==> src/rtl/ekf_ram_pkg.sv <==
// Shared constants and FSM encoding for the RAM burst master.
package ekf_ram_pkg;

    localparam int unsigned DW_DEFAULT = 16;
    localparam int unsigned AW_DEFAULT = 4;

    typedef enum logic [1:0] {
        IDLE  = 2'd0,
        WRITE = 2'd1,
        READ  = 2'd2,
        DONE  = 2'd3
    } state_t;

endpackage

==> src/rtl/rd_skid_buf.sv <==
// Two-entry read buffer with a flow-through path when empty.
// The read data therefore reaches rd_valid in the same cycle that it leaves the RAM.
module rd_skid_buf #(
    parameter int unsigned DW = 16
) (
    input  logic          clk,
    input  logic          sys_rst,
    input  logic          in_valid,
    output logic          in_ready,
    input  logic [DW-1:0] in_data,
    output logic          out_valid,
    input  logic          out_ready,
    output logic [DW-1:0] out_data,
    output logic [1:0]    count
);

    logic [DW-1:0] mem [2];
    logic          head;
    logic          tail;
    logic          push;
    logic          pop;

    assign in_ready  = (count != 2'd2);
    assign out_valid = (count != 2'd0) || in_valid;
    assign out_data  = (count != 2'd0) ? mem[head] :
                       (in_valid ? in_data : '0);
    assign tail      = head ^ count[0];
    // A word is stored only when it cannot leave through the bypass path.
    assign push      = in_valid && in_ready && !((count == 2'd0) && out_ready);
    assign pop       = out_ready && (count != 2'd0);

    // Occupancy and head pointer; reset empties the buffer.
    always_ff @(posedge clk or negedge sys_rst) begin
        if (!sys_rst) begin
            head  <= 1'b0;
            count <= 2'd0;
        end else begin
            if (pop) begin
                head <= ~head;
            end
            count <= count + {1'b0, push} - {1'b0, pop};
        end
    end

    // Storage array; contents are meaningless while count is zero.
    always_ff @(posedge clk) begin
        if (push) begin
            mem[tail] <= in_data;
        end
    end

endmodule

==> src/rtl/ram_burst_master.sv <==
// Burst master that turns write/read burst commands into accesses to a
// single-port synchronous RAM, with streaming write and read data ports.
module ram_burst_master
    import ekf_ram_pkg::*;
#(
    parameter int unsigned DW = DW_DEFAULT,
    parameter int unsigned AW = AW_DEFAULT
) (
    input  logic          clk,
    input  logic          sys_rst,
    input  logic          cmd_valid,
    output logic          cmd_ready,
    input  logic          cmd_we,
    input  logic [AW-1:0] cmd_base,
    input  logic [AW-1:0] cmd_len,
    input  logic          wr_valid,
    output logic          wr_ready,
    input  logic [DW-1:0] wr_data,
    output logic          rd_valid,
    input  logic          rd_ready,
    output logic [DW-1:0] rd_data,
    output logic          ram_en,
    output logic          ram_we,
    output logic [AW-1:0] ram_addr,
    output logic [DW-1:0] ram_din,
    input  logic [DW-1:0] ram_dout,
    output logic          done
);

    localparam int unsigned CW = AW + 1;

    state_t        state;
    logic [AW-1:0] addr;
    logic [CW-1:0] issue_left;
    logic [CW-1:0] beat_left;
    logic          inflight;
    logic [1:0]    buf_count;
    logic          buf_in_ready;
    logic          wr_fire;
    logic          rd_issue;
    logic          rd_fire;

    // cmd_ready is gated by reset so it is low during reset and high right after release.
    assign cmd_ready = sys_rst && (state == IDLE);
    assign wr_ready  = (state == WRITE);
    assign done      = (state == DONE);
    assign wr_fire   = wr_ready && wr_valid;
    assign rd_fire   = rd_valid && rd_ready;

    // Never exceed two words between the in-flight read and the buffer.
    assign rd_issue  = (state == READ) && (issue_left != '0) && buf_in_ready &&
                       ((buf_count + {1'b0, inflight}) < 2'd2);

    assign ram_en    = wr_fire || rd_issue;
    assign ram_we    = wr_fire;
    assign ram_addr  = ram_en ? addr : '0;
    assign ram_din   = wr_fire ? wr_data : '0;

    rd_skid_buf #(
        .DW(DW)
    ) u_rd_buf (
        .clk       (clk),
        .sys_rst   (sys_rst),
        .in_valid  (inflight),
        .in_ready  (buf_in_ready),
        .in_data   (ram_dout),
        .out_valid (rd_valid),
        .out_ready (rd_ready),
        .out_data  (rd_data),
        .count     (buf_count)
    );

    // Burst sequencing: command latch, address/counter stepping and completion.
    always_ff @(posedge clk or negedge sys_rst) begin
        if (!sys_rst) begin
            state      <= IDLE;
            addr       <= '0;
            issue_left <= '0;
            beat_left  <= '0;
            inflight   <= 1'b0;
        end else begin
            inflight <= rd_issue;
            case (state)
                IDLE: begin
                    if (cmd_valid && cmd_ready) begin
                        addr       <= cmd_base;
                        issue_left <= {1'b0, cmd_len} + CW'(1);
                        beat_left  <= {1'b0, cmd_len} + CW'(1);
                        state      <= cmd_we ? WRITE : READ;
                    end
                end
                WRITE: begin
                    if (wr_fire) begin
                        addr       <= addr + AW'(1);
                        issue_left <= issue_left - CW'(1);
                        if (issue_left == CW'(1)) begin
                            state <= DONE;
                        end
                    end
                end
                READ: begin
                    if (rd_issue) begin
                        addr       <= addr + AW'(1);
                        issue_left <= issue_left - CW'(1);
                    end
                    if (rd_fire) begin
                        beat_left <= beat_left - CW'(1);
                        if (beat_left == CW'(1)) begin
                            state <= DONE;
                        end
                    end
                end
                DONE: begin
                    state <= IDLE;
                end
                default: begin
                    state <= IDLE;
                end
            endcase
        end
    end

endmodule

==> config.mk <==
export PLATFORM = sky130hd
export DESIGN_NAME = ram_burst_master
export DESIGN_NICKNAME = d
export VERILOG_FILES = /design/src/rtl/ekf_ram_pkg.sv /design/src/rtl/rd_skid_buf.sv /design/src/rtl/ram_burst_master.sv
export SDC_FILE = /design/constraint.sdc
export NUM_CORES = 1
export LEC_CHECK = 0
export BUFFER_PORTS_ARGS = -buffer_cell sky130_fd_sc_hd__buf_4
export CAP_MARGIN = 25
export CORE_ASPECT_RATIO = 1.25
export CORE_MARGIN = 1
export CORE_UTILIZATION = 52
export DETAILED_ROUTE_END_ITERATION = 16
export GPL_TIMING_DRIVEN = 0
export HOLD_SLACK_MARGIN = 0.08
export PLACE_DENSITY = 0.83
export SYNTH_ARGS = -nofsm -noshare
export SYNTH_HDL_FRONTEND = slang
export SYNTH_SLANG_ARGS = --single-unit
==> constraint.sdc <==
create_clock -name clk -period 2.2 [get_ports clk]
set_input_delay 0.11 -clock clk [delete_from_list [all_inputs] [get_ports clk]]
set_output_delay 0.11 -clock clk [all_outputs]
set_load 0.03 [all_outputs]
==> flow_summary.yaml <==
timing:
  whs_ns: 0.107
  setup_viol: 0
  min_period_ns: 2.09
  maxSlewViolCount: 0
  period_share: 0.949
  hold_viol_final: 0
  fmax_mhz: 479
  worst_slew_margin_rel: 0.691
  rsz0062_at_grt: "no"
  fin_skew_ns: 0.00356
  max_slew.worst_pin.slew_ns: 0.458
yosys:
  synth_xor_xnor_area_share: 0.0180
  synth_edf_count: 32
  synth_top_family_by_area: "simple AND/OR/NAND/NOR gates"
  synth_nets: 335
  synthMuxAreaShare: 0.0686
  yosys.area_share.simple: 0.181
  synth_area_um2: 2920
  async_reset_ff_frac: 0.385
  synth_seq_cells: 52
  synth_compound_area_frac: 0.130
  avgSynthCellArea_um2: 10.5
  synth_cell_types: 45
  seq_area_frac_synth: 0.501
  ys.warnings.count: 0
  synthCells: 277
  ys.flop_type: "edfxtp_1"
  synthAdderAreaFrac: 0.0515
global_routing:
  track_usage: 0.243
  grt_pass1_vias: 2561
  grt_pass1_wl_mm: 11.6
  antenna_found_initial: 0
  grt_overflow_total: 0
  grt_max_degree: 23
cells_and_area:
  fin_nets: 450
  fill_cells: 401
  syn_to_final_growth_pct: 37.9
  multi_input_area_um2: 1350
  antenna_cells: 0
  ff_latch_area_um2: 1460
  layout-drive-gt1-share: 0.318
setup_path:
  crit_arrival_ns: 1.98
  critPathKind: "reg2out"
  critical_path_buf_inv_count: 2
  slowest_stage: "or4b_4"
  start_kind: "register"
  slowest_delay_ns: 0.49
  cpLargestDelayFamily: "simple AND/OR/NAND/NOR gates"
  crit_path_cell_trace: "inv_1, ha_4, or4b_4, a31oi_4, nor2b_1, buf_4"
  r2r-start: "state[1]"
  r2r_cells: 7
  r2r-end: "issue_left[4]"
  reg2reg_slack_ns: 0.19
  cp_max_fo: 5
  worstSetupEndpointType: "output port"
  critPathRequiredTime_ns: 2.09
route:
  routedWlPerCell_um: 15.4
  drtIter0Drc: 131
  route.detailed.drc: 0
  first_pass_iters: 4
  wl_mm: 7.06
  drtAntennaViolNets: 0
  avgViaCountPerCell: 5.60
  num_vias: 2558
clock_network:
  clkTransAtPathRegs_ns: 0.09
  cts_made_buffers: 5
  htreeDepth: 2
  cts_tree: "yes"
  insertion_delay_ns: 0.29
  cts_buffer_depth: 2
  clock-sinks: 52
  cts_root_buf: "clkbuf_8"
place:
  port_buffers: 87
  hpwl_mm: 5.22
  gp_congestion: 0.814
worst_hold_path:
  worstHoldStart: "cmd_base[3]"
  holdPathEnd: "addr[3]"
  hold-path-cell-count: 3
  min_path_type: "in2reg"
pwr:
  ir_drop_mv: 1.22
  p_leak_nw: 1.82
  design_power_total_mw: 6.07
  power_density_nw_per_um2: 1510
floorplan:
  die_y_um: 85.8
  num_rows: 30
  die_w_um: 69
  ioPinCount: 88
  coreArea_um2: 5410
  start_util: 0.540
  dieArea_um2: 5920
status:
  status: "finished clean"
run:
  drv_cap: 0
## where the power goes
part | internal (mW) | switching, mW
Combinational | 1.51 | 2.32
Sequential | 1.37 | 0.181
Clock | 0.372 | 0.305
## layer usage
| metal | track usage | up-vias | wire (um) |
|---|---|---|---|
| met2 | 0.448 | 104 | 3680 |
| met5 | 0 | - | 0 |
| met1 | 0.288 | 1202 | 2930 |
| met4 | 0.0798 | 0 | 75 |
| li1 | - | 1245 | - |
| met3 | 0.0376 | 7 | 372 |
## cell families (layout without fill, tap and decap cells)
kind of cell    count (synthesis)  in the layout
compound gates                 57             57
flops                          52             52
mux                            20             20
fa+ha+maj                      12             12
buf+inv                        35            151
xor+xnor                        6              6
simple gates                   95             95
## state kept, by name (all words and copies together), names as in the netlist
register        cells
inflight            1
u_rd_buf.mem       32
issue_left          5
state               2
beat_left           5
u_rd_buf.count      2
u_rd_buf.head       1
addr                4
## worst reg2reg max path, stage by stage (launching register included)
cell and delay [ns]:
dfrtp_1 0.41, inv_1 0.11, ha_1 0.33, inv_1 0.16
a211oi_4 0.34, clkbuf_2 0.28, nand4_1 0.16, o2111ai_2 0.12
## layout by cell type (no fill, tap or decap), drive strengths merged, types with 17 or more instances in the layout
| cell type | count |
|---|---|
| buf | 97 |
| edfxtp | 32 |
| nand3 | 29 |
| o21ai | 27 |
| mux2i | 20 |
| and3 | 20 |
| dfrtp | 20 |
| clkbuf | 18 |
| dlygate4sd3 | 17 |
| inv | 17 |
## cell usage after synthesis, types with 2 or more instances
master,count,area (um2)
a21oi_1,8,40.0
a221oi_1,2,17.5
a31oi_1,3,18.8
a41oi_1,2,17.5
and2_1,3,18.8
and3_1,20,125
buf_2,5,25.0
clkbuf_1,12,45.0
dfrtp_1,20,500
edfxtp_1,32,961
ha_1,12,150
inv_1,17,63.8
mux2i_1,20,200
nand2_1,4,15.0
nand2b_1,4,25.0
nand3_1,29,145
nand4_1,3,18.8
nor2_1,12,45.0
nor2b_1,6,37.5
nor3_1,5,25.0
o2111ai_2,2,30.0
o211ai_2,2,25.0
o21ai_0,25,125
o21ai_1,2,10.0
or3_1,3,18.8
xnor2_1,4,35.0
xor2_1,2,17.5
## stage by stage
| step | worst slack [ns] | instance area (um2) | util | std cells | setup TNS, ns |
|---|---|---|---|---|---|
| floorplan | 0.177 | 2920 | - | 277 | 0 |
| global placement | -0.135 | 3650 | 0.675 | 428 | -3.42 |
| detailed placement | 0.0528 | 3670 | 0.679 | 430 | 0 |
| CTS | 0.0201 | 3980 | 0.736 | 455 | 0 |
| global route | 0.00281 | 4020 | 0.744 | 457 | 0 |
| finish | 0.112 | 4020 | 0.744 | 457 | 0 |
## worst max path at each step
stage,start,endpoint,slack (ns),depth (start not counted)
finish,issue_left[1],ram_addr[2],0.11,6
global route,issue_left[1],ram_addr[2],0.003,6
CTS,state[1],issue_left[4],0.02,7
detailed placement,state[0],issue_left[4],0.05,7
global placement,u_rd_buf.count[0],u_rd_buf.mem[0][8],-0.14,3
floorplan,state[1],ram_addr[0],0.18,5
## what timing repair did
item                                    in CTS  in global routing
setup buffers                                0                  2
pin swaps                                    0                  1
hold buffers                                17                  0
endpoints found under the setup margin      18                 37
hold endpoints to repair                    52                  0
resized for setup                            4                 12
## cell type report
class	instances	area share
inverters	17	0.0159
repair buffers	108	0.213
flip-flops and latches	52	0.363
plain buffers	18	0.0215
multi-input cells	190	0.336
clock buffers	6	0.0205
well taps	64	0.0199
clock inverters	2	0.00964
No activity file was read; power rests on OpenSTA's default activity.
